`src/rtl/decl_stream_check.sv`:
```
// Purpose : byte-serial recogniser for C-style declarations "TYPE id (, id)* ;" with per-statement status.
// Latency : decl_ok/decl_err are registered and pulse for one cycle directly after the edge that consumes ';'.
// Backpressure: none upstream; in_valid=0 freezes all state and held outputs (pulses still drop).
// Optional: define DECL_CHAR_EN to add "char" as a second type keyword (type_id=1) and reserved word.
module decl_stream_check #(
   parameter int MAX_ID_LEN = 31,
   parameter int CNT_W      = 4
) (
   input  logic             clk,
   input  logic             reset,
   input  logic             in_valid,
   input  logic [7:0]       in,
   output logic             decl_ok,
   output logic             decl_err,
   output logic [CNT_W-1:0] var_cnt,
   output logic             type_id
);

`ifdef DECL_CHAR_EN
   localparam logic CHAR_EN = 1'b1;
`else
   localparam logic CHAR_EN = 1'b0;
`endif

   localparam logic [7:0] MAX_LEN8 = 8'(MAX_ID_LEN);
   localparam logic [7:0] CH_SEMI  = 8'h3B;
   localparam logic [7:0] CH_COMMA = 8'h2C;
   localparam logic [7:0] CH_I     = 8'h69;
   localparam logic [7:0] CH_C     = 8'h63;

   typedef enum logic [2:0] {
      S_IDLE, S_KW, S_PRE_ID, S_ID, S_POST_ID, S_ERR
   } state_t;

   function automatic logic f_ws(input logic [7:0] c);
      return (c == 8'h20) || (c == 8'h09) || (c == 8'h0A) || (c == 8'h0D);
   endfunction

   function automatic logic f_let(input logic [7:0] c);
      return ((c >= 8'h41) && (c <= 8'h5A)) || ((c >= 8'h61) && (c <= 8'h7A)) || (c == 8'h5F);
   endfunction

   function automatic logic f_dig(input logic [7:0] c);
      return (c >= 8'h30) && (c <= 8'h39);
   endfunction

   // Keyword spelling: cand 0 = "int", cand 1 = "char".
   function automatic logic [7:0] f_kw_byte(input logic cand, input logic [2:0] idx);
      logic [7:0] b;
      case ({cand, idx})
         4'b0_000: b = 8'h69;
         4'b0_001: b = 8'h6E;
         4'b0_010: b = 8'h74;
         4'b1_000: b = 8'h63;
         4'b1_001: b = 8'h68;
         4'b1_010: b = 8'h61;
         4'b1_011: b = 8'h72;
         default:  b = 8'h00;
      endcase
      return b;
   endfunction

   function automatic logic [2:0] f_kw_len(input logic cand);
      return cand ? 3'd4 : 3'd3;
   endfunction

   state_t           r_state,   w_state_nxt;
   logic             r_cand,    w_cand_nxt;     // keyword candidate being spelled
   logic [2:0]       r_idx,     w_idx_nxt;      // chars of the keyword matched so far
   logic [7:0]       r_len,     w_len_nxt;      // current identifier length
   logic             r_mi,      w_mi_nxt;       // identifier still a prefix of "int"
   logic             r_mc,      w_mc_nxt;       // identifier still a prefix of "char"
   logic [CNT_W-1:0] r_cnt,     w_cnt_nxt;      // identifiers completed in this statement
   logic             r_type,    w_type_nxt;     // type latched after the keyword
   logic             r_ok,      w_ok_nxt;
   logic             r_err,     w_err_nxt;
   logic [CNT_W-1:0] r_var_cnt, w_var_cnt_nxt;
   logic             r_type_id, w_type_id_nxt;

   logic             w_ws, w_let, w_dig, w_semi, w_comma;
   logic             w_id_kw;
   logic [CNT_W-1:0] w_cnt_inc;

   assign w_ws    = f_ws(in);
   assign w_let   = f_let(in);
   assign w_dig   = f_dig(in);
   assign w_semi  = (in == CH_SEMI);
   assign w_comma = (in == CH_COMMA);

   // An identifier is reserved only when its whole text equals an enabled keyword.
   assign w_id_kw   = ((r_len == 8'd3) && r_mi) || (CHAR_EN && (r_len == 8'd4) && r_mc);
   assign w_cnt_inc = (r_cnt == {CNT_W{1'b1}}) ? r_cnt : r_cnt + {{(CNT_W-1){1'b0}}, 1'b1};

   // Next-state and next-output decode; everything holds unless a character is consumed.
   always_comb begin
      w_state_nxt   = r_state;
      w_cand_nxt    = r_cand;
      w_idx_nxt     = r_idx;
      w_len_nxt     = r_len;
      w_mi_nxt      = r_mi;
      w_mc_nxt      = r_mc;
      w_cnt_nxt     = r_cnt;
      w_type_nxt    = r_type;
      w_ok_nxt      = 1'b0;
      w_err_nxt     = 1'b0;
      w_var_cnt_nxt = r_var_cnt;
      w_type_id_nxt = r_type_id;
      if (in_valid) begin
         case (r_state)
            S_IDLE: begin
               if (w_ws || w_semi) begin
                  w_state_nxt = S_IDLE;
               end else if (in == CH_I) begin
                  w_state_nxt = S_KW;
                  w_cand_nxt  = 1'b0;
                  w_idx_nxt   = 3'd1;
               end else if (CHAR_EN && (in == CH_C)) begin
                  w_state_nxt = S_KW;
                  w_cand_nxt  = 1'b1;
                  w_idx_nxt   = 3'd1;
               end else begin
                  w_state_nxt = S_ERR;
               end
            end
            S_KW: begin
               if (r_idx == f_kw_len(r_cand)) begin
                  if (w_ws) begin
                     w_state_nxt = S_PRE_ID;
                     w_type_nxt  = r_cand;
                     w_cnt_nxt   = '0;
                  end else if (w_semi) begin
                     w_state_nxt = S_IDLE;
                     w_err_nxt   = 1'b1;
                  end else begin
                     w_state_nxt = S_ERR;
                  end
               end else if (in == f_kw_byte(r_cand, r_idx)) begin
                  w_idx_nxt = r_idx + 3'd1;
               end else if (w_semi) begin
                  w_state_nxt = S_IDLE;
                  w_err_nxt   = 1'b1;
               end else begin
                  w_state_nxt = S_ERR;
               end
            end
            S_PRE_ID: begin
               if (w_ws) begin
                  w_state_nxt = S_PRE_ID;
               end else if (w_let) begin
                  w_state_nxt = S_ID;
                  w_len_nxt   = 8'd1;
                  w_mi_nxt    = (in == CH_I);
                  w_mc_nxt    = (in == CH_C);
               end else if (w_semi) begin
                  w_state_nxt = S_IDLE;
                  w_err_nxt   = 1'b1;
               end else begin
                  w_state_nxt = S_ERR;
               end
            end
            S_ID: begin
               if (w_let || w_dig) begin
                  if (r_len == MAX_LEN8) begin
                     w_state_nxt = S_ERR;
                  end else begin
                     w_len_nxt = r_len + 8'd1;
                     w_mi_nxt  = r_mi && (r_len < 8'd3) && (in == f_kw_byte(1'b0, r_len[2:0]));
                     w_mc_nxt  = r_mc && (r_len < 8'd4) && (in == f_kw_byte(1'b1, r_len[2:0]));
                  end
               end else if (w_ws || w_comma) begin
                  if (w_id_kw) begin
                     w_state_nxt = S_ERR;
                  end else begin
                     w_state_nxt = w_ws ? S_POST_ID : S_PRE_ID;
                     w_cnt_nxt   = w_cnt_inc;
                  end
               end else if (w_semi) begin
                  w_state_nxt = S_IDLE;
                  if (w_id_kw) begin
                     w_err_nxt = 1'b1;
                  end else begin
                     w_ok_nxt      = 1'b1;
                     w_var_cnt_nxt = w_cnt_inc;
                     w_type_id_nxt = r_type;
                  end
               end else begin
                  w_state_nxt = S_ERR;
               end
            end
            S_POST_ID: begin
               if (w_ws) begin
                  w_state_nxt = S_POST_ID;
               end else if (w_comma) begin
                  w_state_nxt = S_PRE_ID;
               end else if (w_semi) begin
                  w_state_nxt   = S_IDLE;
                  w_ok_nxt      = 1'b1;
                  w_var_cnt_nxt = r_cnt;
                  w_type_id_nxt = r_type;
               end else begin
                  w_state_nxt = S_ERR;
               end
            end
            S_ERR: begin
               if (w_semi) begin
                  w_state_nxt = S_IDLE;
                  w_err_nxt   = 1'b1;
               end
            end
            default: begin
               w_state_nxt = S_IDLE;
            end
         endcase
      end
   end

   // State and output registers; synchronous reset discards any partial statement.
   always_ff @(posedge clk) begin
      if (reset) begin
         r_state   <= S_IDLE;
         r_cand    <= 1'b0;
         r_idx     <= 3'd0;
         r_len     <= 8'd0;
         r_mi      <= 1'b0;
         r_mc      <= 1'b0;
         r_cnt     <= '0;
         r_type    <= 1'b0;
         r_ok      <= 1'b0;
         r_err     <= 1'b0;
         r_var_cnt <= '0;
         r_type_id <= 1'b0;
      end else begin
         r_state   <= w_state_nxt;
         r_cand    <= w_cand_nxt;
         r_idx     <= w_idx_nxt;
         r_len     <= w_len_nxt;
         r_mi      <= w_mi_nxt;
         r_mc      <= w_mc_nxt;
         r_cnt     <= w_cnt_nxt;
         r_type    <= w_type_nxt;
         r_ok      <= w_ok_nxt;
         r_err     <= w_err_nxt;
         r_var_cnt <= w_var_cnt_nxt;
         r_type_id <= w_type_id_nxt;
      end
   end

   assign decl_ok  = r_ok;
   assign decl_err = r_err;
   assign var_cnt  = r_var_cnt;
   assign type_id  = r_type_id;

endmodule

```
`config.mk`:
```
export PLATFORM = sky130hd
export DESIGN_NAME = decl_stream_check
export DESIGN_NICKNAME = d
export VERILOG_FILES = /design/src/rtl/decl_stream_check.sv
export SDC_FILE = /design/constraint.sdc
export NUM_CORES = 1
export LEC_CHECK = 0
export ABC_CLOCK_PERIOD_IN_PS = 2600
export CAP_MARGIN = 20
export CORE_MARGIN = 5
export CORE_UTILIZATION = 59
export DETAILED_ROUTE_END_ITERATION = 7
export PLACE_DENSITY_LB_ADDON = 0.08
export SLEW_MARGIN = 20
export SYNTH_ARGS = -nofsm -noshare
export SYNTH_HDL_FRONTEND = slang
export SYNTH_SLANG_ARGS = --single-unit
```
`constraint.sdc`:
```
create_clock -name clk -period 2.6 [get_ports clk]
set_input_delay 0.52 -clock clk [delete_from_list [all_inputs] [get_ports clk]]
set_output_delay 0.52 -clock clk [all_outputs]
set_load 0.02 [all_outputs]
```
==> key figures, run 1 <==
Outcome
  • Status: finished, final reports clean

Setup path
  • R2R depth: 7
  • WP data required: 2.80 ns
  • CP arrival: 2.70 ns
  • Kind of critical path: in -> reg
  • CP endpoint kind: flop
  • CP max FO: 6
  • Critical Path Source Type: input port

Die
  • Die width: around 71 µm
  • Core area: about 3700 µm²
  • IO Pins: 18
  • Die area: about 5100 µm²
  • Starting Density: 0.607
  • Die height: just over 70 µm
  • FP Rows: 22

Yosys
  • Yosys top cell by area: dfxtp_1
  • Net count after synthesis: 316
  • Dominant cells by area after synthesis: dfxtp_1, ha_1, nand2_1, nand3_1, nor2_1
  • Largest family of logic cells by synthesized area: simple AND/OR/NAND/NOR gates
  • Syn Area/Cell: 7.53 µm²
  • Async SR Flop Fraction: 0
  • Synth cell count leaders: nand2_1, dfxtp_1, nor2_1, nand3_1, nor3_1
  • Gate Count Post-Synth: 295
  • Count leader, synth: nand2_1
  • #FFs+latches synth: 25
  • Synth top area share: 0.225
  • Synth warn: 0
  • Post-Synth Adder-Cell Area: 0.0563
  • Synth Area in XOR/XNOR: 0.0236
  • EDFF count, synth: 0
  • Synth Area in Simple Gates: 0.319
  • Mapped cell area: 2220 µm²
  • Compound-Gate Fraction of Synth Area: 0.289
  • Post-synth cell types: 67
  • Synth Flop Type: dfxtp_1
  • Part of the Yosys area used for sequential elements: 0.225
  • Mux share of post-synthesis cell area: 0.0135

Clocking
  • Sink Count: 25
  • Clk buf depth: 2
  • Clk root buf: clkbuf_8
  • Inserted Clock Buffers: 3
  • Worst-Skew Late Latency: approximately 0.27 ns
  • CTS tree: yes
  • CTS HTree Levels: 1
  • Worst-path clk slew: 0.09 ns

Layout
  • Final #Nets: 360
  • Final instance area: roughly 2700 µm²
  • Layout cell share with drive strength beyond 1: 0.183
  • Area growth from synthesis to layout: 21.3%
  • N_diodes: 0

Timing
  • # setup viols final: 0
  • Fin Setup TNS: 0 ns
  • Fin Clk Skew: 0.00679 ns
  • Pins Over Slew Limit: 0
  • Final hold vios: 0
  • Final min period: between 2 and 3 ns
  • Fin crit share: 0.962
  • RSZ-0062 raised after global routing: false
  • Fmax: roughly 0.4 GHz
  • Slew @ Worst Pin: 0.544 ns
  • Slew Limit Headroom: 0.634

Pwr
  • Seq pwr share: 0.486
  • Switching Fraction: 0.293
  • Clock group share of total power: 0.280
  • Maximum VDD drop: 0.365 mV
  • P per Cell Area: 304 nW/µm²
  • Leakage: approximately 0.99 nW
  • P_sw: 0.000240 W
  • Comb power frac: 0.234
  • Int Pwr: 0.000579 W

Global routing
  • GR Util All Layers: 0.228
  • Largest net degree at the start of global routing: 15
  • Vias in the first global route: about 2,200
  • Gr ovfl total: 0
  • Global-route wire length before repair: ~10000 µm
  • Initial antenna violation count: 0

Route
  • Vias post-DR: 2,403
  • DR WL/cell: approximately 15 µm
  • Pre-Repair DR Iteration Count: 4
  • Via/cell ratio: 6.23
  • Initial DRC Count: 171
  • Residual DRC count: 0
  • Wirelength, routed: 5800 µm
  • Final ANT Viol Nets: 0

Place
  • Placement Cell Area: 2640 µm²
  • Placer Congestion: 0.909
  • DP HPWL: 4570 µm
  • IO buf count: 16

Job
  • Max Cap Viol: 0

Hold path
  • Hold path depth: 2
  • Worst Hold Class: reg -> reg
[stage by stage]
| stage | instances | total power (W) | hold WS, ns | setup slack [ns] | util |
|---|---|---|---|---|---|
| 2_1_floorplan | 295 | 0.000520 | 0.459 | 0.485 | - |
| 3_3_place_gp | 382 | 0.000589 | 0.472 | -0.117 | 0.722 |
| 3_5_place_dp | 382 | 0.000593 | 0.497 | -0.191 | 0.722 |
| 4_1_cts | 386 | 0.000820 | 0.508 | 0.0876 | 0.734 |
| 5_1_grt | 386 | 0.000861 | 0.539 | 0.0205 | 0.737 |
| 6_report | 386 | 0.000819 | 0.505 | 0.0986 | 0.737 |
[state kept, by name, summed over array words and instances (netlist names)]
name      cells
var_cnt       4
decl_err      1
r_len         8
r_cnt         4
r_idx         3
r_state       3
decl_ok       1
r_mi          1
[final timing paths]
path / slack (ns) / start / end
worst max register to register: 0.28 / r_len[0] / r_len[3]
worst min register to register: 0.50 / r_len[4] / r_len[4]
worst min-delay path: 0.50 / r_len[4] / r_len[4]
worst max-delay path: 0.1 / in[1] / r_idx[1]
[power by group through the flow]
stage,Sequential (W),Clock (W),Combinational [W]
final,0.000398,0.000230,0.000192
after CTS,0.000397,0.000235,0.000187
after global placement,0.000406,0,0.000183
after global routing,0.000399,0.000253,0.000209
after detailed placement,0.000407,0,0.000186
after floorplan,0.000397,0,0.000123
[worst max-delay path: stages]
cell and delay, ns:
clkdlybuf4s50_1 0.58, buf_4 0.19, nor4b_1 0.29, a32oi_1 0.14
a22oi_1 0.26, nand4_1 0.23, or3_1 0.40, o21ai_0 0.07
[per-layer routing]
metal	GRT usage	part of all wire	vias to the layer above
li1	-	-	1203
met1	0.324	0.48	1132
met2	0.379	0.48	62
met3	0.0351	0.036	6
met4	0.0209	0.0050	0
met5	0	0	-
[layout make-up]
cell class                      count  area (µm²)
Multi-Input combinational cell    237        1570
Fill cell                         316         965
Sequential cell                    25         500
Timing Repair Buffer               56         463
Inverter                           16        60.1
Tap cell                           48        60.1
Clock buffer                        3        41.3
Clock inverter                      1        5.00
[logic make-up after synthesis]
kind of cell,Yosys count
AOI/OAI and AO/OA,86
and+or+nand+nor,131
buffers and inverters,33
other,1
DFF,25
adders and majority gates,10
xor gates and xnor gates,6
muxes,3
[placed cells by master, fill, tap and decap left out, types with 8 or more instances in the layout]
cell and n:
buf_4 40, nand2_1 28, dfxtp_1 25, nor2_1 20, nand3_1 18, nor3_1 15
clkdlybuf4s50_1 15, inv_1 14, o21ai_0 13, a21oi_1 13, ha_1 10, o31ai_1 8
nand4_1 8
[repair_timing]
item                                    4_1_cts  5_1_grt
buffers inserted                              0        0
hold buffers                                  0        0
resized for setup                             0        2
endpoints found under the hold margin         0        0
endpoints found under the setup margin        0       10
Note: power is estimated with default switching activity, not from simulation.
==> run 2: changes to the inputs <==
- REMOVE_ABC_BUFFERS: unset -> 1
==> run 2 against run 1 <==
Final area rose by 2.1%. Register-to-register slack improved by 0.09 ns. Critical endpoint is now r_len[7]. Sequential power about the same. Global-route usage grew 0.75 points. Sequential cell count stayed put. Critical path type unchanged. Critical path depth decreased by 1. Final cell count increased by 1.3%. Highest routed layer unchanged.
==> key figures, run 2 (same netlist as run 1, synthesis figures left out) <==
Route
  • Initial DRC Count: 145 (-15%)
  • Residual DRC count: 0 (unchanged)
  • Wirelength, routed: 6060 µm (+4.4%)
  • DR WL/cell: 15.5 µm (+3.1%)
  • Final ANT Viol Nets: 0 (unchanged)
  • Pre-Repair DR Iteration Count: 5 (+1)
  • Vias post-DR: 2,472 (+2.9%)
  • Via/cell ratio: 6.32 (+1.6%)

Global routing
  • Vias in the first global route: 2,193 (+0.87%)
  • Largest net degree at the start of global routing: 15 (unchanged)
  • Global-route wire length before repair: 10,100 µm (+2.7%)
  • GR Util All Layers: 0.236 (+0.00754)
  • Gr ovfl total: 0 (unchanged)
  • Initial antenna violation count: 0 (unchanged)

Pwr
  • Maximum VDD drop: 0.365 mV (about the same)
  • P per Cell Area: 302 nW/µm² (-0.61%)
  • Leakage: 1.03 nW (+3.6%)

Outcome
  • Status: finished, final reports clean

Layout
  • Layout cell share with drive strength beyond 1: 0.195 (+0.0119)
  • Commonest non-fill, non-tap cell in the layout: buf_4
  • Area growth from synthesis to layout: 23.9%
  • Max reg flops: 8 (unchanged)
  • Final #Nets: 365 (+1.4%)
  • Reg with most FFs: r_len
  • N_diodes: 0 (unchanged)
  • Most frequent cells in the layout: buf_4, nand2_1, dfxtp_1

Timing
  • Pins Over Slew Limit: 0 (unchanged)
  • Fmax: 0.403 GHz (+0.89%)
  • Final min period: 2.48 ns (-0.0221 ns)
  • Slew @ Worst Pin: 0.708 ns (+0.163 ns)
  • RSZ-0062 raised after global routing: false
  • Final hold vios: 0 (unchanged)
  • # setup viols final: 0 (unchanged)
  • Fin Setup TNS: 0 ns (unchanged)
  • Fin Clk Skew: 0.0100 ns (+0.00321 ns)
  • Hold WS: 0.501 ns (-0.00401 ns)
  • Slew Limit Headroom: 0.522 (-0.113)
  • Fin crit share: 0.954 (-0.00850)

Die
  • Die width: 71.4 µm (unchanged)
  • IO Pins: 18 (unchanged)
  • Core area: 3660 µm² (unchanged)
  • Die area: 5090 µm² (unchanged)
  • Die height: 71.4 µm (unchanged)
  • FP Rows: 22 (unchanged)
  • Starting Density: 0.607 (unchanged)

Clocking
  • Clk buf depth: 2 (unchanged)
  • Inserted Clock Buffers: 3 (unchanged)
  • CTS HTree Levels: 1 (unchanged)
  • Worst-Skew Late Latency: 0.27 ns (about the same)
  • Clk root buf: clkbuf_8
  • Sink Count: 25 (unchanged)
  • CTS tree: yes
  • Post CTS Setup Buffer Count: 0 (unchanged)
  • Worst-path clk slew: 0.09 ns (about the same)

Place
  • IO buf count: 16 (unchanged)
  • DP HPWL: 4660 µm (+2.0%)
  • Placer Congestion: 0.902 (-0.73%)

Hold path
  • Worst Hold Class: reg -> reg

Job
  • Max Cap Viol: 0 (unchanged)

Setup path
  • CP max FO: 12 (+6)
  • CP max stage cell: clkdlybuf4s50_1
  • Kind of critical path: in -> reg
  • Flop2flop setup slack: 0.37 ns (+0.09 ns)
  • Critical Path Source Type: input port
  • CP endpoint kind: flop
  • Delay of the slowest cell on the worst path: 0.63 ns (+0.05 ns)
  • WP data required: 2.81 ns (about the same)
  • CP arrival: 2.69 ns (about the same)
  • Crit path cell chain: clkdlybuf4s50_1 -> inv_1 -> a211o_4 -> nor2_4 -> o221ai_4 -> or4_1 -> a21boi_0
-- run 2: per-stage QoR --
stage | power (W) | std cells | utilization | worst slack [ns] | instance area [µm²]
finish | 0.000831 | 391 | 0.752 | 0.121 | 2750
global route | 0.000864 | 391 | 0.752 | 0.00622 | 2750
CTS | 0.000822 | 391 | 0.744 | 0.110 | 2730
detailed placement | 0.000599 | 387 | 0.732 | -0.158 | 2680
global placement | 0.000596 | 387 | 0.732 | -0.0763 | 2680
floorplan | 0.000500 | 278 | - | 0.589 | 2120
-- run 2: final cells by class --
| class | instances | area (µm²) |
|---|---|---|
| clock buffers | 4 | 45.0 |
| fillers | 297 | 908 |
| inverters | 16 | 60.1 |
| multi-input cells | 237 | 1580 |
| flip-flops and latches | 25 | 500 |
| well taps | 48 | 60.1 |
| repair buffers | 61 | 503 |
-- run 2: report_power, final --
part           leakage [nW]  internal [W]  switching, W
combinational         0.803     0.0000898      0.000111
clock                0.0228      0.000110      0.000122
sequential            0.202      0.000387     0.0000110
-- run 2: path summary, 6_finish.rpt --
check                           cells past startpoint       start    endpoint
worst max register to register                      7    r_len[0]    r_len[7]
worst min register to register                      2  var_cnt[1]  var_cnt[1]
worst max-delay path                                7       in[6]    r_len[7]
worst min-delay path                                2  var_cnt[1]  var_cnt[1]
-- run 2: worst max-delay path, delay by kind of cell --
| kind | cells | cell delay (ns) |
|---|---|---|
| buffers and inverters | 2 | 0.72 |
| AOI/OAI and AO/OA | 3 | 0.72 |
| and+or+nand+nor | 2 | 0.72 |
-- run 2: what timing repair did --
item / CTS / global route
gates resized for setup: 0 / 6
hold buffers: 0 / 0
endpoints found under the setup margin: 0 / 5
-- run 2: routing by layer --
layer	vias up	part of all wire	track usage
li1	1215	-	-
met1	1152	0.46	0.332
met2	89	0.47	0.391
met3	16	0.056	0.0407
met4	0	0.0083	0.0230
met5	-	0	0
==> run 3: changes to the inputs <==
==> constraint.sdc (replaced) <==
create_clock -name clk -period 2.6 [get_ports clk]
set_input_delay 0.52 -clock clk [delete_from_list [all_inputs] [get_ports clk]]
set_output_delay 0.52 -clock clk [all_outputs]
set_load 0.05 [all_outputs]
==> results of run 3 <==
The final DEF is identical to that of run 2. Status: finished, final reports clean.
Main changes from that run: total power 0.000831 W -> 0.000833 W
